==> config.mk <==
export PLATFORM = sky130hd
export DESIGN_NAME = uart_cmd_rx
export DESIGN_NICKNAME = d
export VERILOG_FILES = /design/src/rtl/uart_cmd_rx.sv
export SDC_FILE = /design/constraint.sdc
export NUM_CORES = 1
export LEC_CHECK = 0
export ABC_AREA = 0
export CAP_MARGIN = 20
export CELL_PAD_IN_SITES_DETAIL_PLACEMENT = 1
export CELL_PAD_IN_SITES_GLOBAL_PLACEMENT = 1
export CORE_ASPECT_RATIO = 2
export CORE_MARGIN = 2
export CORE_UTILIZATION = 50
export DETAILED_ROUTE_END_ITERATION = 12
export GPL_TIMING_DRIVEN = 0
export HOLD_SLACK_MARGIN = 0.06
export MAX_ROUTING_LAYER = met4
export PLACE_DENSITY = 0.84
export SETUP_SLACK_MARGIN = 0.02
export SLEW_MARGIN = 20
export SYNTH_ARGS = -nofsm -noshare
export SYNTH_HDL_FRONTEND = slang
export SYNTH_SLANG_ARGS = --single-unit
==> constraint.sdc <==
create_clock -name clk -period 9.1 [get_ports clk]
set_input_delay 2.275 -clock clk [delete_from_list [all_inputs] [get_ports clk]]
set_output_delay 2.275 -clock clk [all_outputs]
set_load 0.01 [all_outputs]
==> src/rtl/uart_cmd_rx.sv <==
// uart_cmd_rx: 8N1 UART byte receiver feeding a 5-byte command frame parser (55 ID DH DL SUM).
// Latency: rx_valid one clk after the stop-bit sample; cmd_valid/chk_err one clk after the SUM byte's rx_valid.
// Backpressure: none. The serial line cannot be stalled, so every result is a single-cycle strobe with no ready.
// Ports: clk, rst_n (async, active-low); uart_rx serial in (idle high, asynchronous to clk);
//        rx_data/rx_valid/frame_err carry byte results; cmd_id/cmd_data/cmd_valid/chk_err carry frame results.
module uart_cmd_rx #(
  parameter int CLK_FRE      = 50,
  parameter int UART_RATE    = 115200,
  parameter int TIMEOUT_BITS = 20
) (
  input  logic        clk,
  input  logic        rst_n,
  input  logic        uart_rx,
  output logic [7:0]  rx_data,
  output logic        rx_valid,
  output logic        frame_err,
  output logic [7:0]  cmd_id,
  output logic [15:0] cmd_data,
  output logic        cmd_valid,
  output logic        chk_err
);

  localparam int BIT_CYCLES = CLK_FRE * 1000000 / UART_RATE;
  localparam int HALF       = BIT_CYCLES / 2;
  localparam int CNT_W      = $clog2(BIT_CYCLES);
  localparam int TMO_CYCLES = TIMEOUT_BITS * BIT_CYCLES;
  localparam int TMO_W      = $clog2(TMO_CYCLES + 1);

  localparam logic [CNT_W-1:0] BIT_LAST  = CNT_W'(BIT_CYCLES - 1);
  localparam logic [CNT_W-1:0] HALF_LAST = CNT_W'(HALF - 1);
  localparam logic [TMO_W-1:0] TMO_LAST  = TMO_W'(TMO_CYCLES);

  localparam logic [7:0] HDR_BYTE = 8'h55;

  // ------------------------------------------------------------------
  // Input synchroniser. rx_prev is kept for edge detection; all three
  // stages reset to the idle-high level so reset never fakes an edge.
  // ------------------------------------------------------------------
  logic rx_meta, rx_sync, rx_prev, rx_fall;

  always_ff @(posedge clk or negedge rst_n) begin
    if (!rst_n) begin
      rx_meta <= 1'b1;
      rx_sync <= 1'b1;
      rx_prev <= 1'b1;
    end else begin
      rx_meta <= uart_rx;
      rx_sync <= rx_meta;
      rx_prev <= rx_sync;
    end
  end

  // Falling edge only: a line parked low (break) cannot retrigger.
  assign rx_fall = rx_prev & ~rx_sync;

  // ------------------------------------------------------------------
  // Byte FSM
  // ------------------------------------------------------------------
  typedef enum logic [1:0] {B_IDLE, B_START, B_DATA, B_STOP} bstate_t;

  bstate_t          bstate, bstate_nxt;
  logic [CNT_W-1:0] cnt;
  logic [2:0]       bit_idx;
  logic [7:0]       shreg;
  logic             half_hit, bit_hit;
  logic             cnt_clr, shift_en, stop_good, stop_bad;

  assign half_hit = (cnt == HALF_LAST);
  assign bit_hit  = (cnt == BIT_LAST);

  always_ff @(posedge clk or negedge rst_n) begin
    if (!rst_n) bstate <= B_IDLE;
    else        bstate <= bstate_nxt;
  end

  always_comb begin
    bstate_nxt = bstate;
    case (bstate)
      B_IDLE:  if (rx_fall) bstate_nxt = B_START;
      // A start bit that is high again at mid-point was a glitch.
      B_START: if (half_hit) bstate_nxt = rx_sync ? B_IDLE : B_DATA;
      B_DATA:  if (bit_hit && bit_idx == 3'd7) bstate_nxt = B_STOP;
      // Leave at the mid stop-bit sample so a back-to-back start edge is seen.
      B_STOP:  if (bit_hit) bstate_nxt = B_IDLE;
      default: bstate_nxt = B_IDLE;
    endcase
  end

  always_comb begin
    cnt_clr   = 1'b0;
    shift_en  = 1'b0;
    stop_good = 1'b0;
    stop_bad  = 1'b0;
    case (bstate)
      B_IDLE:  cnt_clr = 1'b1;
      B_START: cnt_clr = half_hit;
      B_DATA: begin
        cnt_clr  = bit_hit;
        shift_en = bit_hit;
      end
      B_STOP: begin
        cnt_clr   = bit_hit;
        stop_good = bit_hit & rx_sync;
        stop_bad  = bit_hit & ~rx_sync;
      end
      default: cnt_clr = 1'b1;
    endcase
  end

  always_ff @(posedge clk or negedge rst_n) begin
    if (!rst_n) begin
      cnt     <= '0;
      bit_idx <= '0;
      shreg   <= '0;
    end else begin
      cnt <= cnt_clr ? '0 : cnt + 1'b1;
      if (bstate == B_START)
        bit_idx <= '0;
      else if (shift_en)
        bit_idx <= bit_idx + 1'b1;
      // LSB arrives first, so shift in from the top.
      if (shift_en)
        shreg <= {rx_sync, shreg[7:1]};
    end
  end

  always_ff @(posedge clk or negedge rst_n) begin
    if (!rst_n) begin
      rx_data   <= '0;
      rx_valid  <= 1'b0;
      frame_err <= 1'b0;
    end else begin
      rx_valid  <= stop_good;
      frame_err <= stop_bad;
      if (stop_good)
        rx_data <= shreg;
    end
  end

  // ------------------------------------------------------------------
  // Frame parser FSM
  // ------------------------------------------------------------------
  typedef enum logic [2:0] {P_HDR, P_ID, P_DH, P_DL, P_SUM} pstate_t;

  pstate_t          pstate, pstate_nxt;
  logic [TMO_W-1:0] tcnt;
  logic [7:0]       id_r, dh_r, dl_r, sum_calc;
  logic             tmo_hit, load_id, load_dh, load_dl, sum_ok, sum_bad;

  assign tmo_hit = (pstate != P_HDR) && (tcnt == TMO_LAST);

  always_ff @(posedge clk or negedge rst_n) begin
    if (!rst_n) pstate <= P_HDR;
    else        pstate <= pstate_nxt;
  end

  always_comb begin
    pstate_nxt = pstate;
    if (frame_err) begin
      pstate_nxt = P_HDR;
    end else if (rx_valid) begin
      case (pstate)
        P_HDR:   if (rx_data == HDR_BYTE) pstate_nxt = P_ID;
        // Past the header 0x55 is plain payload; there is no resync.
        P_ID:    pstate_nxt = P_DH;
        P_DH:    pstate_nxt = P_DL;
        P_DL:    pstate_nxt = P_SUM;
        P_SUM:   pstate_nxt = P_HDR;
        default: pstate_nxt = P_HDR;
      endcase
    end else if (tmo_hit) begin
      pstate_nxt = P_HDR;
    end
  end

  always_comb begin
    sum_calc = id_r + dh_r + dl_r;
    load_id  = rx_valid && (pstate == P_ID);
    load_dh  = rx_valid && (pstate == P_DH);
    load_dl  = rx_valid && (pstate == P_DL);
    sum_ok   = rx_valid && (pstate == P_SUM) && (rx_data == sum_calc);
    sum_bad  = rx_valid && (pstate == P_SUM) && (rx_data != sum_calc);
  end

  // Inter-byte timeout: restarts on each byte, idle while hunting for a header.
  always_ff @(posedge clk or negedge rst_n) begin
    if (!rst_n)
      tcnt <= '0;
    else if (rx_valid || pstate == P_HDR)
      tcnt <= '0;
    else if (tcnt != TMO_LAST)
      tcnt <= tcnt + 1'b1;
  end

  always_ff @(posedge clk or negedge rst_n) begin
    if (!rst_n) begin
      id_r      <= '0;
      dh_r      <= '0;
      dl_r      <= '0;
      cmd_id    <= '0;
      cmd_data  <= '0;
      cmd_valid <= 1'b0;
      chk_err   <= 1'b0;
    end else begin
      if (load_id) id_r <= rx_data;
      if (load_dh) dh_r <= rx_data;
      if (load_dl) dl_r <= rx_data;
      cmd_valid <= sum_ok;
      chk_err   <= sum_bad;
      if (sum_ok) begin
        cmd_id   <= id_r;
        cmd_data <= {dh_r, dl_r};
      end
    end
  end

endmodule

# Yosys cells after proc, flatten, opt, wreduce, memory -nomap -nowiden
# Index checks and enable logic that the tools add are counted.
# totals
out_inout_bits	36
reg_bits	102
word_cells	86
inputBits	3
# classes
n_reduce_logical	18
eq_ne	20
muxes	20
n_bitwise	4
n_addsub	5
# op_table
op	n
$mux W14	2
$mux W3	6
$add A8 B8 Y8	2
$add A14 B1 Y14 const B	1
$eq A14 B14 Y1 const B	1
$ne A14 B14 Y1 const B	1
$pmux W3 S4	1
$mux W2	5
$add A9 B1 Y9 const B	1
$eq A9 B8 Y1 const B	1
$eq A9 B9 Y1 const B	1
$mux W9	1
$eq A8 B7 Y1 const B	1
$eq A8 B8 Y1	1
$logic_and A1 B1 Y1	8
$ne A2 B2 Y1 const B	4
$ne A8 B8 Y1	1
$pmux W2 S4	1
$eq A3 B2 Y1 const B	2
$eq A3 B3 Y1 const B	2
$reduce_bool A3 Y1	2
$eq A2 B2 Y1 const B	2
$ne A4 B4 Y1 const B	1
$reduce_and A4 Y1	1
other kinds (13)	18

# Depth between registers and ports, before layout
# Gate-level depths: netlist (run 1).
# logic_depth
ltp_word	5
ltp_mapped	10
depth_no_buf	9

# Least setup slack after synthesis (run 1)
# Ideal clock, no wire load.
# synth_timing
kind	register -> register
startpoint	register id_r[1]
endpoint	register cmd_data[10]
arrival_ns	2.916
stages_incl_launch_ff	11
synth_period_minus_slack_ns	3.041
setup_time_ns	0.125
setup_slack_ns	6.059
path_buffers	1
required_time_ns	8.975
cell_sequence	dfrtp_1 fa_1 ha_1 fa_1 a21o_1 a21oi_2 xnor2_1 nor3_1 nand4_2 buf_6 mux2_4
# synth_via
elab_chain_len	4
# synth_lines
item	line_no	text
start: declaration	147	logic [7:0] id_r, dh_r, dl_r, sum_calc;
start signal: assignment	205	if (load_id) id_r <= rx_data;
$add A8 B8 Y8 (2 in series)	177	sum_calc = id_r + dh_r + dl_r;
$eq A8 B8 Y1	181	sum_ok = rx_valid && (pstate == P_SUM) && (rx_data == sum_calc);
$logic_and A1 B1 Y1	181	
end signal: assignment	212	cmd_data <= {dh_r, dl_r};
end: declaration	18	output logic [15:0] cmd_data,
# No other way between the ends.
# A chain may end at the register's enable or synchronous reset.

# Worst setup path after layout (run 1)
# layout_timing
startpoint	register rx_valid
endpoint	output port rx_valid
# layout_lines
item	line_no	text
start: declaration	15	output logic rx_valid,
start signal: assignment	133	rx_valid <= stop_good;
# No word-level cell between the ends.

==> results of run 1 <==
-- how the worst max path moves through the flow --
stage	startpoint	end	slack (ns)	depth (start not counted)
CTS	rx_data[3]	rx_data[3]	5.36	1
global route	dh_r[1]	cmd_data[6]	5.30	10
global placement	rst_n	bit_idx[0]	2.01	1
finish	rx_valid	rx_valid	5.37	1
floorplan	id_r[1]	cmd_data[10]	6.06	10
detailed placement	id_r[1]	cmd_data[6]	5.61	10
-- layout make-up --
| type | instances | area, sq um |
|---|---|---|
| multi-input cells | 244 | 2100 |
| fillers | 933 | 3710 |
| flip-flops and latches | 102 | 2560 |
| repair buffers | 39 | 409 |
| plain buffers | 11 | 60.1 |
| clock buffers | 10 | 229 |
| clock inverters | 6 | 38.8 |
| well taps | 104 | 130 |
| inverters | 6 | 22.5 |
-- cells by family (layout without fill, tap and decap cells) --
logic type,after synthesis,in the layout
flops,102,102
simple gates,96,96
mux,70,70
xor+xnor,33,33
compound gates,24,24
fa+ha+maj,21,21
buf+inv,17,72
-- where the power goes --
part	switching (W)	total (W)	leakage, nW	internal (W)
clock	0.000168	0.000353	0.128	0.000185
sequential	0.00000809	0.000471	1.41	0.000463
combinational	0.0000390	0.0000596	1.14	0.0000206
total	0.000216	0.000883	2.68	0.000668
-- sequential cells by signal (all words and copies together) (netlist names), named ones only --
register and cells:
bit_idx 3, bstate 1, chk_err 1, cmd_data 16, cmd_id 8, cmd_valid 1, cnt 9, dh_r 8
dl_r 8, frame_err 1, id_r 8, pstate 3, rx_data 8, rx_meta 1, rx_prev 1, rx_sync 1
rx_valid 1, shreg 8, tcnt 14
-- per-layer routing --
metal  wire [um]  global-route usage  vias to the layer above  share of wire
met3         250              0.0369                       21          0.024
met5           0                   -                        -              0
met2        6260               0.427                       37           0.60
met1        3600               0.232                     1532           0.34
met4         344               0.103                        0          0.033
li1            -                   -                     1360              -
-- cell usage in the layout (no fill, tap or decap), types with 4 or more instances in the layout --
cell and n:
clkdlybuf4s50_1 37, xor2_1 14, fa_1 8, nand2_1 16, a21oi_1 6, ha_1 13, nor2_1 31, mux2_2 48
xnor2_1 19, and3_1 4, nor2b_1 5, inv_1 6, o21ai_0 10, nand3_1 18, clkbuf_16 9, clkbuf_1 7
mux2_4 20, dfrtp_1 99
-- stage by stage --
step | hold WS [ns] | utilization | cells | setup WS, ns | instance area [sq um]
finish | 0.362 | 0.599 | 522 | 5.37 | 5550
detailed placement | 0.350 | 0.570 | 506 | 5.61 | 5280
global placement | 0.346 | 0.567 | 505 | 2.01 | 5250
CTS | 0.363 | 0.599 | 522 | 5.36 | 5550
global route | 0.367 | 0.599 | 522 | 5.30 | 5550
floorplan | 0.345 | - | 363 | 6.06 | 4740
==> results.cfg, run 1 <==
[clocking]
cts_root_buf = clkbuf_16
numCtsBuffers = 9
clockBufferDepth = 2
cts.sinks = 102
holdBufCountCts = 0
cts_resized = 0
cts_tree = yes
htree_levels = 3
clk_pin_slew_ns = 0.07
cts_setup_buffers = 0
insertion_delay_ns = 0.35

[routing]
ant_nets = 0
drt_first_iter_violations = 106
post-route-drc-count = 0
dr_total_vias = 2950
drt-total-wl_um = 10500
via_per_inst = 5.65
dr.pass1.iters = 4
wl_per_cell_um = 20.0

[finish]
finalNetCount = 437
area_delta_synth_final_pct = 17.0
drive_gt1_frac = 0.230
diodes = 0

[synthesis]
synth_top_flop_cell = dfrtp_1
synthTopCellsByCount = dfrtp_1 (99), mux2_2 (48), nor2_1 (31)
yosys_register_bits = 102
synthMuxAreaShare = 0.182
syn_avg_cell_area_sq_um = 13.1
yosys.area.top_type = dfrtp_1
synth_simple_gate_area_share = 0.102
ys_seq_area_frac = 0.539
synth_most_common_cell = dfrtp_1
yosysUniqueCellTypes = 41
synth_area_leaders = dfrtp_1 (52%), mux2_2 (11%), mux2_4 (6.3%)
synth_compound_area_frac = 0.0298
synth_top_area_share = 0.523
synth_top_family_by_area = multiplexers
synthAdderAreaFrac = 0.0681
syn_area_sq_mm = 0.00474
synth_edf_count = 0
syn_inst = 363
ys_warn_count = 0
syn-num-nets = 387
synth_xor_area_frac = 0.0610
ys_async_sr_fraction = 1.00

[floorplan]
ioPinCount = 39
rows = 50
coreArea_sq_mm = 0.00926
die_w_um = 72.8
initial_core_util = 0.512
die_y_um = 142
dieArea_sq_mm = 0.0103

[sta]
finClkSkew_ns = 0.00572
fin_crit_sh = 0.410
fin_crit_ns = 3.73
relSlewSlack = 0.326
worst_slew_pin_slew_ns = 1.01
hold_viol = 0
finalSetupViolations = 0
slew_violations = 0
final.setup.tns_ns = 0
max_freq_mhz = 268
rsz0062_at_grt = no

[run_status]
status = complete, no violations

[critical_path]
critPathArrivalTime_ns = 1.45
start_kind = flop
rr_startpoint = id_r[1]
reg2reg_to = cmd_data[6]
endpoint_kind = output port
slowest_stage = clkdlybuf4s50_1
rr_worst_depth = 10
r2r_slack_ns = 5.59
critPathTopFamily = buffers and inverters
criticalPathCategory = reg2out
worstPathRequired_ns = 6.83
max_stage_delay_ns = 0.60
crit_fanout = 9
worst-path-buf-inv = 1
path_cells = clkdlybuf4s50_1

[pwr]
power_w = 0.000883
power_density_mw_per_mm2 = 159
vdd_drop_max_mv = 0.117
p_leak_nw = 2.68

[place]
gp_congestion = 0.762
hpwlAfterDp_um = 7630
port_buffers = 38

[global_routing]
grt_max_degree = 70
grtUsageTotal = 0.232
grt_pass1_vias = 3454
antenna_found_initial = 0
grt_overflow = 0
grt_pass1_wl_um = 17500

[min_path]
min_path_cells = 0
hp-class = reg2reg
min-delay-start = rx_meta
holdPathEnd = rx_sync

[job]
cap_violations = 0
No activity file was read; power rests on OpenSTA's default activity.
==> run 2: changes to the inputs <==
--- a/config.mk
+++ b/config.mk
@@ -11,12 +11,12 @@
 export CELL_PAD_IN_SITES_GLOBAL_PLACEMENT = 1
 export CORE_ASPECT_RATIO = 2
 export CORE_MARGIN = 2
-export CORE_UTILIZATION = 50
+export CORE_UTILIZATION = 43
 export DETAILED_ROUTE_END_ITERATION = 12
 export GPL_TIMING_DRIVEN = 0
 export HOLD_SLACK_MARGIN = 0.06
 export MAX_ROUTING_LAYER = met4
-export PLACE_DENSITY = 0.84
+export PLACE_DENSITY = 0.77
 export SETUP_SLACK_MARGIN = 0.02
 export SLEW_MARGIN = 20
 export SYNTH_ARGS = -nofsm -noshare
==> constraint.sdc (replaced) <==
create_clock -name clk -period 3 [get_ports clk]
set_input_delay 0.75 -clock clk [delete_from_list [all_inputs] [get_ports clk]]
set_output_delay 0.75 -clock clk [all_outputs]
set_load 0.01 [all_outputs]
==> run 2 against run 1 <==
Setup slack worse by 5.6 ns; flip-flop and latch count stayed put; the flow now finishes with violations (negative setup slack); clock skew hardly changed; design area is 4.7% higher; count of clock-buffer cells in the layout stayed put; combinational power grew to 3.0 times the previous value; clock power grew to 3.1 times the previous value.
==> results.cfg, run 2 (synthesized netlist as in run 1, its figures left out) <==
[clocking]
cts.sinks = 102
clockBufferDepth = 2
clk_pin_slew_ns = 0.07
cts_tree = yes
insertion_delay_ns = 0.35
cts_root_buf = clkbuf_16
htree_levels = 3
holdBufCountCts = 0
numCtsBuffers = 9

[floorplan]
dieArea_sq_mm = 0.0119
die_w_um = 78.2
initial_core_util = 0.438
rows = 54
ioPinCount = 39
coreArea_sq_mm = 0.0108
die_y_um = 152

[finish]
layout_common_cells = dfrtp_1 (99), mux2_2 (47), clkdlybuf4s50_1 (37)
diodes = 0
fin_util = 0.537
drive_gt1_frac = 0.270
largest_register_ffs = 16
area_delta_synth_final_pct = 22.6
postLayoutCellArea_sq_mm = 0.00581
finalNetCount = 449
top_register = cmd_data
reg_top3 = cmd_data x16, tcnt x14, cnt x9
final_common_cell = dfrtp_1

[place]
port_buffers = 38
dpl-instance-area_sq_mm = 0.00533
hpwlAfterDp_um = 7700
gp_congestion = 0.740
pre_cts_ws_ns = -0.376

[routing]
post-route-drc-count = 0
dr_total_vias = 3027
wl_per_cell_um = 19.4
ant_nets = 0
via_per_inst = 5.31
drt_first_iter_violations = 128
dr.pass1.iters = 4
drt-total-wl_um = 11100

[global_routing]
grt_pass1_vias = 3493
grtUsageTotal = 0.206
grt_overflow = 0
grt_pass1_wl_um = 18300
antenna_found_initial = 0
grt_max_degree = 56

[critical_path]
r2r_slack_ns = -0.21
criticalPathCategory = reg2reg
critPathArrivalTime_ns = 3.44
crit_fanout = 10
endpoint_kind = flop
start_kind = flop
rr_worst_depth = 11
rr_startpoint = id_r[1]
reg2reg_to = cmd_id[5]
worstPathRequired_ns = 3.23

[sta]
hold_viol = 0
rsz0062_at_grt = yes
finClkSkew_ns = 0.00544
finalSetupViolations = 24
worst_slew_pin_slew_ns = 1.04
slew_violations = 0
fin_crit_sh = 1.07
max_freq_mhz = 312
setup_ws_ns = -0.207
fin_crit_ns = 3.21
relSlewSlack = 0.307

[job]
cap_violations = 0

[pwr]
vdd_drop_max_mv = 0.375
power_density_mw_per_mm2 = 464
power_w = 0.00270
p_leak_nw = 2.78

[min_path]
hp-class = in2async

[run_status]
status = finished with violations
violations = negative setup slack
[run 2: how the worst max path moves through the flow]
stage                              end  startpoint  cells after the start  slack [ns]
after CTS                    cmd_id[5]     id_r[1]                     11       -0.25
after detailed placement     cmd_id[5]     id_r[1]                     10       -0.38
after global routing         cmd_id[5]     id_r[1]                     11       -0.27
final                        cmd_id[5]     id_r[1]                     11       -0.21
after global placement    cmd_data[15]       rst_n                      1       -2.59
after floorplan           cmd_data[10]     id_r[1]                     10        0.03
[run 2: stage by stage]
stage / hold slack (ns) / TNS (ns) / std cells
3_3_place_gp: 0.345 / -266.76 / 541
5_1_grt: 0.357 / -5.91 / 570
4_1_cts: 0.352 / -5.47 / 567
2_1_floorplan: 0.345 / 0 / 363
3_5_place_dp: 0.347 / -7.80 / 542
6_report: 0.341 / -4.26 / 570
[run 2: area by class of cell]
class	count	area, sq um
Buffer	11	77.6
Sequential cell	102	2560
Inverter	6	22.5
Multi-Input combinational cell	244	2160
Fill cell	1127	5000
Clock inverter	6	43.8
Tap cell	140	175
Timing Repair Buffer	51	539
Clock buffer	10	229
[run 2: critical path, stage by stage (launching register included)]
cell and delay [ns]:
dfrtp_1 0.40, fa_1 0.49, ha_2 0.22, fa_2 0.37, xor2_2 0.19, xnor2_1 0.15
nand4_1 0.22, nor3_4 0.24, nand4_4 0.16, buf_12 0.18, buf_12 0.14, mux2_4 0.30
[run 2: power breakdown]
group	leakage (nW)	switching (W)	internal [W]
sequential	1.41	0.0000245	0.00140
combinational	1.23	0.000119	0.0000613
clock	0.134	0.000519	0.000569
total	2.78	0.000663	0.00203
[run 2: timing repair]
| item | 4_1_cts | 5_1_grt |
|---|---|---|
| hold endpoints to repair | 0 | 0 |
| pin swaps | 3 | 4 |
| gates resized for setup | 9 | 9 |
| endpoints found under the setup margin | 24 | 24 |
| setup buffers | 8 | 3 |
| cloned | 1 | 0 |
[run 2: metal layers]
layer  vias to the layer above  wire, um  track usage
met5                         -         0            -
met4                         0       191       0.0693
met1                      1598      3890        0.201
met2                        29      6760        0.397
met3                        16       204       0.0355
li1                       1384         -            -
==> run 3: changes to the inputs <==
--- a/config.mk
+++ b/config.mk
@@ -11,12 +11,13 @@
 export CELL_PAD_IN_SITES_GLOBAL_PLACEMENT = 1
 export CORE_ASPECT_RATIO = 2
 export CORE_MARGIN = 2
-export CORE_UTILIZATION = 43
+export CORE_UTILIZATION = 45
+export CTS_BUF_LIST = sky130_fd_sc_hd__clkbuf_8
 export DETAILED_ROUTE_END_ITERATION = 12
 export GPL_TIMING_DRIVEN = 0
 export HOLD_SLACK_MARGIN = 0.06
 export MAX_ROUTING_LAYER = met4
-export PLACE_DENSITY = 0.77
+export PLACE_DENSITY_LB_ADDON = 0.2
 export SETUP_SLACK_MARGIN = 0.02
 export SLEW_MARGIN = 20
 export SYNTH_ARGS = -nofsm -noshare
==> run 3 against run 2 <==
The flow still finishes with violations (negative setup slack); largest power group unchanged; design area shrank 1.1%; critical endpoint is now cmd_id[3]; combinational power shrank 3%; via count shrank 0.79%; worst hold slack worse by 0.082 ns; highest routed layer unchanged; count of clock-buffer cells in the layout is the same; fmax up 0.73%; routed wire length shrank 1.9%; sequential power is essentially flat; die area is 4.3% lower; critical path depth did not move; first-iteration DRC count fell by 8.6%; register-to-register slack better by 0.02 ns.
==> results.cfg, run 3 (synthesized netlist as in run 1, its figures left out) <==
[run_status]
status = finished with violations
violations = negative setup slack

[finish]
postLayoutCellArea_sq_mm = 0.00574
ff_latch_area_sq_mm = 0.00256
final_cells = 566
reg_top3 = cmd_data x16, tcnt x14, cnt x9
layout_common_cells = dfrtp_1 (99), mux2_2 (48), clkdlybuf4s50_1 (37)
diodes = 0
drive_gt1_frac = 0.268
area_delta_synth_final_pct = 21.2
final_common_cell = dfrtp_1
fillerInstances = 1074
multi_input_area_sq_mm = 0.00216
finalNetCount = 448
largest_register_ffs = 16
top_register = cmd_data

[floorplan]
dieArea_sq_mm = 0.0114
initial_core_util = 0.455
rows = 53
coreArea_sq_mm = 0.0104
die_w_um = 76.6
die_y_um = 149
ioPinCount = 39

[sta]
fin_crit_sh = 1.06
max_freq_mhz = 314
final.setup.tns_ns = -3.99
hold_ws_ns = 0.259
fin_crit_ns = 3.18
rsz0062_at_grt = yes
setup_ws_ns = -0.184
finClkSkew_ns = 0.0143
worst_slew_pin_slew_ns = 1.01
finalSetupViolations = 24
slew_violations = 0
hold_viol = 0
relSlewSlack = 0.324

[clocking]
clockBufferDepth = 2
cts_root_buf = clkbuf_8
clk_pin_slew_ns = 0.10
numCtsBuffers = 9
insertion_delay_ns = 0.38
cts.sinks = 102
cts_tree = yes
htree_levels = 3

[global_routing]
grt_pass1_wl_um = 17600
grt_overflow = 0
grt_pass1_vias = 3398
antenna_found_initial = 0
grt_max_degree = 65
grtUsageTotal = 0.210

[routing]
dr_total_vias = 3003
drt-total-wl_um = 10800
via_per_inst = 5.31
drt_first_iter_violations = 117
dr.pass1.iters = 4
post-route-drc-count = 0
wl_per_cell_um = 19.2
ant_nets = 0

[place]
pre_cts_ws_ns = -0.445
hpwlAfterDp_um = 7580
gp_congestion = 0.783
port_buffers = 38
dpl-instance-area_sq_mm = 0.00533
dp_cells = 539

[critical_path]
rr_startpoint = id_r[1]
path_cells = fa_1 -> ha_2 -> fa_2 -> a21o_1 -> a21oi_4 -> xnor2_2 -> nor3_4 -> nand4_4 -> buf_12 -> buf_12 -> mux2_4
cp_common_cell = buf_12
max_stage_delay_ns = 0.50
criticalPathCategory = reg2reg
worstPathRequired_ns = 3.27
startpoint = id_r[1]
reg2reg_to = cmd_id[3]
endpoint_kind = flop
critPathTopFamily = adder cells
r2r_slack_ns = -0.18
setup.worst_path.end = cmd_id[3]
start_kind = flop
slowest_stage = fa_1
cp.depth = 11
crit_fanout = 5
critPathArrivalTime_ns = 3.45
rr_worst_depth = 11
worst-path-buf-inv = 2

[min_path]
hp-class = in2async

[pwr]
p_sw_frac = 0.241
pwr-share-seq = 0.553
power_density_mw_per_mm2 = 450
power.clock.fraction = 0.380
p_comb_frac = 0.068
vdd_drop_max_mv = 0.398
p_switching_w = 0.000622
p_int_w = 0.00196
p_leak_nw = 2.75

[job]
cap_violations = 0
run 3: cell count changes in the layout (fill, tap and decap cells not counted), moves of 2 or more:
cell,previous run,this run
clkbuf_8,0,10
clkbuf_16,9,0
bufinv_16,0,2
buf_6,3,1
run 3: cell type report:
class	count	area share
tap	137	0.0298
multi-input combinational	244	0.375
buffer	11	0.0135
sequential	102	0.445
clock inverter	6	0.0157
inverter	6	0.00392
timing repair buffer	50	0.0926
clock buffer	10	0.0240
run 3: how the worst min path moves through the flow:
stage / from / end / cells past startpoint
floorplan: rx_meta / rx_sync / 0
global placement: rx_meta / rx_sync / 0
detailed placement: rx_meta / rx_sync / 0
CTS: rst_n / cmd_id[2] / 1
global route: rst_n / id_r[2] / 1
finish: rst_n / cmd_id[2] / 1
run 3: layer usage:
layer	track usage	wire, um
met2	0.403	6500
met1	0.207	3860
met5	-	0
met4	0.0818	253
met3	0.0345	234
run 3: worst reg2reg max path, cell delays in order, from the launching register on:
cell and delay, ns:
dfrtp_1 0.42, fa_1 0.50, ha_2 0.22, fa_2 0.36, a21o_1 0.22, a21oi_4 0.19
xnor2_2 0.12, nor3_4 0.26, nand4_4 0.15, buf_12 0.18, buf_12 0.14, mux2_4 0.30
run 3: timing repair:
| action | 4_1_cts | 5_1_grt |
|---|---|---|
| setup endpoints to repair | 24 | 24 |
| hold buffers | 0 | 0 |
| gates cloned | 2 | 0 |
| buffers inserted | 9 | 1 |
| resized for setup | 15 | 2 |
| pin swaps | 4 | 0 |
run 3: power by group through the flow:
stage	Sequential, W	Clock (W)	Combinational [W]
finish	0.00143	0.000981	0.000175
global route	0.00143	0.00106	0.000202
CTS	0.00143	0.00101	0.000182
detailed placement	0.00146	0	0.000181
global placement	0.00145	0	0.000172
floorplan	0.00145	0	0.000115
run 3: metrics by stage:
step,utilization,power (W)
CTS,0.553,0.00262
global placement,0.509,0.00163
global route,0.552,0.00270
detailed placement,0.512,0.00164
finish,0.552,0.00258
floorplan,-,0.00156
